## config.mk

```make
export PLATFORM = sky130hd
export DESIGN_NAME = pipe_multdiv
export DESIGN_NICKNAME = d
export VERILOG_FILES = /design/src/rtl/pipe_multdiv.sv
export SDC_FILE = /design/constraint.sdc
export NUM_CORES = 1
export LEC_CHECK = 0
export CAP_MARGIN = 30
export CELL_PAD_IN_SITES_DETAIL_PLACEMENT = 1
export CELL_PAD_IN_SITES_GLOBAL_PLACEMENT = 1
export CORE_UTILIZATION = 40
export DETAILED_ROUTE_END_ITERATION = 7
export PLACE_DENSITY_LB_ADDON = 0.1
export SLEW_MARGIN = 20
export SYNTH_ARGS = -nofsm -noshare
export SYNTH_HDL_FRONTEND = slang
export SYNTH_SLANG_ARGS = --single-unit
```

## constraint.sdc

```tcl
create_clock -name clock -period 5.57 [get_ports clock]
set_input_delay 1.114 -clock clock [delete_from_list [all_inputs] [get_ports clock]]
set_output_delay 1.114 -clock clock [all_outputs]
set_load 0.01 [all_outputs]
```

## src/rtl/pipe_multdiv.sv

```systemverilog
// pipe_multdiv: multi-cycle signed multiply (radix-2 Booth) / divide (restoring)
// unit for the execute stage. One bit per clock, WIDTH iterations per operation.
// Optional divider datapath: define MULTDIV_DIV_EN to include it; when undefined a
// divide start completes on the next edge with result 0 and exception set.
module pipe_multdiv #(
   parameter int WIDTH = 32
) (
   input  logic             clock,
   input  logic             reset,
   input  logic [WIDTH-1:0] data_operandA,
   input  logic [WIDTH-1:0] data_operandB,
   input  logic             ctrl_MULT,
   input  logic             ctrl_DIV,
   output logic [WIDTH-1:0] data_result,
   output logic             data_exception,
   output logic             data_resultRDY,
   output logic             busy
);

   localparam int CW = $clog2(WIDTH) + 1;
   localparam logic [CW-1:0] LAST = CW'(WIDTH - 1);

   typedef enum logic [1:0] {IDLE, RUN, DONE} state_t;

   state_t           state;
   logic [CW-1:0]    cnt;
   logic             op_div;
   logic [WIDTH-1:0] acc;   // Booth upper half / divider partial remainder
   logic [WIDTH-1:0] q;     // Booth multiplier half / dividend-quotient shifter
   logic [WIDTH-1:0] m;     // multiplicand / divisor magnitude
   logic             qm1;   // Booth q[-1]

   logic [WIDTH:0]     booth_sum;
   logic [WIDTH-1:0]   mul_acc, mul_q;
   logic [2*WIDTH-1:0] product;
   logic               mul_exc;

   // One Booth step; the add runs one bit wider so a most-negative multiplicand
   // cannot overflow before the arithmetic shift.
   always_comb begin
      booth_sum = {acc[WIDTH-1], acc};
      case ({q[0], qm1})
         2'b01:   booth_sum = {acc[WIDTH-1], acc} + {m[WIDTH-1], m};
         2'b10:   booth_sum = {acc[WIDTH-1], acc} - {m[WIDTH-1], m};
         default: booth_sum = {acc[WIDTH-1], acc};
      endcase
      mul_acc = booth_sum[WIDTH:1];
      mul_q   = {booth_sum[0], q[WIDTH-1:1]};
      product = {mul_acc, mul_q};
      mul_exc = product[2*WIDTH-1:WIDTH] != {WIDTH{product[WIDTH-1]}};
   end

`ifdef MULTDIV_DIV_EN
   logic             neg, div_zero, div_ovf;
   logic [WIDTH:0]   shifted;
   logic             fits;
   logic [WIDTH-1:0] div_acc, div_q, quot;

   // One restoring-divide step on magnitudes, then sign fix-up of the quotient.
   always_comb begin
      shifted = {acc, q[WIDTH-1]};
      fits    = shifted >= {1'b0, m};
      div_acc = fits ? WIDTH'(shifted - {1'b0, m}) : shifted[WIDTH-1:0];
      div_q   = {q[WIDTH-2:0], fits};
      quot    = neg ? -div_q : div_q;
   end
`endif

   // Control FSM and datapath registers; reset beats start, start beats everything else.
   always_ff @(posedge clock) begin
      if (reset) begin
         state          <= IDLE;
         cnt            <= '0;
         op_div         <= 1'b0;
         acc            <= '0;
         q              <= '0;
         m              <= '0;
         qm1            <= 1'b0;
         data_result    <= '0;
         data_exception <= 1'b0;
         data_resultRDY <= 1'b0;
         busy           <= 1'b0;
`ifdef MULTDIV_DIV_EN
         neg            <= 1'b0;
         div_zero       <= 1'b0;
         div_ovf        <= 1'b0;
`endif
      end else if (ctrl_MULT || ctrl_DIV) begin
         state          <= RUN;
         cnt            <= '0;
         busy           <= 1'b1;
         data_resultRDY <= 1'b0;
         acc            <= '0;
         qm1            <= 1'b0;
         op_div         <= !ctrl_MULT;
         q              <= data_operandB;
         m              <= data_operandA;
`ifdef MULTDIV_DIV_EN
         if (!ctrl_MULT) begin
            q        <= data_operandA[WIDTH-1] ? -data_operandA : data_operandA;
            m        <= data_operandB[WIDTH-1] ? -data_operandB : data_operandB;
            neg      <= data_operandA[WIDTH-1] ^ data_operandB[WIDTH-1];
            div_zero <= data_operandB == '0;
            div_ovf  <= (data_operandA == {1'b1, {(WIDTH-1){1'b0}}}) && (data_operandB == '1);
         end
`endif
      end else begin
         case (state)
            RUN: begin
               cnt <= cnt + CW'(1);
`ifdef MULTDIV_DIV_EN
               if (op_div) begin
                  acc <= div_acc;
                  q   <= div_q;
               end else begin
                  acc <= mul_acc;
                  q   <= mul_q;
                  qm1 <= q[0];
               end
               if (cnt == LAST) begin
                  state          <= DONE;
                  busy           <= 1'b0;
                  data_resultRDY <= 1'b1;
                  if (!op_div) begin
                     data_result    <= mul_q;
                     data_exception <= mul_exc;
                  end else if (div_zero) begin
                     data_result    <= '0;
                     data_exception <= 1'b1;
                  end else begin
                     data_result    <= quot;
                     data_exception <= div_ovf;
                  end
               end
`else
               acc <= mul_acc;
               q   <= mul_q;
               qm1 <= q[0];
               if (op_div || cnt == LAST) begin
                  state          <= DONE;
                  busy           <= 1'b0;
                  data_resultRDY <= 1'b1;
                  data_result    <= op_div ? '0 : mul_q;
                  data_exception <= op_div ? 1'b1 : mul_exc;
               end
`endif
            end
            DONE: begin
               data_resultRDY <= 1'b0;
               state          <= IDLE;
            end
            default: state <= IDLE;
         endcase
      end
   end

endmodule

```

==> results by group <==
Run status
  • Status: completed

STA
  • Final WS setup: 0.518 ns
  • Final Cycle Share: 0.907
  • Setup_tns: 0 ns
  • # setup viols final: 0
  • Hold Vio Cnt, Final: 0
  • Worst-Margin Slew: 0.893 ns
  • Final clock skew: 0.0167 ns
  • Rel. slew slack: 0.387
  • Unrepaired setup endpoints after global routing: no
  • Final min period: 5.05 ns
  • Final number of max-transition violations: 0
  • Fmax: 198 MHz

Layout
  • Fill cells: 2491
  • P&R area growth vs syn: 22.2%
  • Fraction of layout cells with a size suffix above 1: 0.0588
  • Cell Count, Final, Fillers Out: 1426
  • Nets: 1247
  • Antenna diodes: 0

Synth
  • Mapped Cells: 1077
  • EDFF count, synth: 0
  • Post-synthesis cell type count: 67
  • Synth area leader: dfxtp_1
  • Syn. warnings: 0
  • Net Count, Synth: 1181
  • Synth cell count leaders: nand2_1 (203), dfxtp_1 (141), nor2_1 (121)
  • FFs w/ async S/R, synth: 0
  • Sequential fraction of the synthesis area: 0.343
  • Register bit total from synthesis: 141
  • Area share of the largest cell type after synthesis: 0.343
  • Ys flop type: dfxtp_1
  • Synth top area cells: dfxtp_1 (34%), nand2_1 (9.3%), a21oi_1 (6.7%)
  • Count leader, synth: nand2_1
  • Mapped Area: 8220 um2
  • Synth Area per Inst: 7.63 um2

GRT
  • Initial antenna violation count: 1
  • Largest net degree at the start of global routing: 78
  • Overflow after GRT: 0
  • Met3 usage: 0.0533
  • Global-route wire length before repair: 41.7 mm
  • Met2 Usage GRT: 0.443
  • Grt met1 use: 0.288
  • All-Layer GR Usage: 0.244
  • GR peak layer: met2
  • Vias in the first global route: 8344

Routing
  • TritonRoute pass-1 iters: 5
  • Initial drt markers: 249
  • Via-to-Cell Ratio: 5.58
  • DR vias: 7964
  • Average wire per standard cell: 17.8 um
  • Final WL: 25.3 mm
  • Final ANT Viol Nets: 0
  • Drc violations: 0

Floorplanning
  • Initial Utilization: 0.408
  • Core area: 20200 um2
  • Die width: 145 um
  • Die area: 21100 um2
  • Die Ht: 145 um
  • Row cnt: 52
  • Top-level I/O count: 103

Min path
  • Class of the worst hold path: register to register

Clock network
  • Maximum buffer depth of the clock tree: 2
  • Clock-pin slew on the worst setup and hold paths: 0.06 ns
  • Clock latency on the worst-skew pair: 0.44 ns
  • Post-CTS setup buffer count: 0
  • CTS buffer count: 17
  • TritonCTS clock tree: yes
  • H-tree depth: 4
  • TritonCTS Sinks: 141
  • CTS root buffer: clkbuf_16

Power
  • Peak VDD IR: 0.000186 V
  • Power per cell area: 283 nW/um2
  • Pleak: 0.00371 uW
  • Final total power: 2850 uW

Worst setup path
  • CP Class: register to register
  • Critical Path RT: 5.83 ns
  • Setup crit end kind: register
  • Critical path peak fanout: 7
  • Worst setup SP type: register
  • Critical Path AT: 5.32 ns

Job
  • Maximum Capacitance Violations: 0

Place
  • Dpl hpwl: 17.8 mm
  • Dpl cells: 1394
  • Gp weighted congestion: 0.876
  • Pre-CTS setup slack: 0.403 ns
  • IO buf count: 102
[path summary, 6_finish.rpt]
path | start | endpoint | slack (ns) | cells after the start
setup / recovery | m[6] | data_exception | 0.52 | 19
hold / removal | data_result[2] | data_result[2] | 0.46 | 2
setup reg to reg | m[6] | data_exception | 0.52 | 19
hold reg to reg | data_result[2] | data_result[2] | 0.46 | 2
[critical path, stage by stage, from the launching register on]
cell and delay (ns):
dfxtp_1 0.36, or4_1 0.60, nor4_2 0.21, and2_0 0.16, buf_4 0.14, nand2_1 0.06, nor2_1 0.32, a21oi_1 0.15
xnor2_1 0.15, ha_1 0.42, nand4_1 0.18, or3_1 0.41, a211oi_1 0.22, nor2_1 0.11, a21boi_0 0.25, o311a_1 0.22
o211ai_1 0.10, or4_1 0.52, mux2i_1 0.19, a211oi_1 0.11
[state kept, by name, summed over array words and instances (netlist names)]
| register | cells |
|---|---|
| m | 32 |
| q | 32 |
| op_div | 1 |
| data_result | 32 |
| qm1 | 1 |
| cnt | 6 |
| acc | 32 |
| busy | 1 |
| data_exception | 1 |
| data_resultRDY | 1 |
| state | 2 |
[power by group]
group | switching (uW) | internal [uW] | leakage (uW)
Clock | 511 | 679 | 0.000293
Combinational | 333 | 234 | 0.00226
Sequential | 42.3 | 1050 | 0.00115
Total | 887 | 1960 | 0.00371
[cell usage in the layout, fill, tap and decap left out, drive strengths merged, types with 3 or more instances in the layout]
master,n
dfxtp,141
or4,5
o21a,6
inv,34
o21ai,29
o22ai,3
clkbuf,18
a21oi,111
clkdlybuf4s50,101
nand4,13
a221oi,3
a31oi,10
nand3,14
a21o,10
mux2,6
a211oi,26
a22o,26
xnor2,45
o211ai,10
and2,6
xor2,12
a311oi,33
mux2i,14
nor2,121
nor3,32
nand2,203
nor2b,5
o2111ai,4
and3,4
nand2b,3
buf,14
or3,9
ha,35
nor4,10
nand3b,6
[kinds of logic (layout without fill, tap and decap cells)]
group           Yosys count  count (layout)  synth area share
simple gates            441             441             0.238
flops                   141             141             0.343
fa+ha+maj                36              36            0.0557
xor+xnor                 57              57            0.0607
compound gates          289             289             0.233
mux                      20              20            0.0253
buf+inv                  93             172            0.0432
[cell type report]
class	count	area, um2	share of cell area
Timing Repair Buffer	115	1110	0.111
Inverter	25	93.8	0.00934
Sequential cell	141	2820	0.281
Clock buffer	18	429	0.0427
Tap cell	270	338	0.0336
Multi-Input combinational cell	843	5080	0.505
Clock inverter	14	171	0.0171
[repair_timing]
action	CTS	global route
endpoints found under the setup margin	0	1
hold buffers	0	0
resized for setup	0	1
[per-stage QoR]
stage | hold slack [ns] | util | cell area, um2
floorplan | 0.436 | - | 8220
global placement | 0.440 | 0.468 | 9440
detailed placement | 0.448 | 0.468 | 9440
CTS | 0.465 | 0.498 | 10000
global route | 0.489 | 0.498 | 10000
finish | 0.461 | 0.498 | 10000
[per-layer routing]
layer | share of wire | routed length (um)
met1 | 0.44 | 11200
met2 | 0.50 | 12700
met3 | 0.041 | 1030
met4 | 0.016 | 393
met5 | 0.00051 | 13
Note: power is estimated with default switching activity, not from simulation.
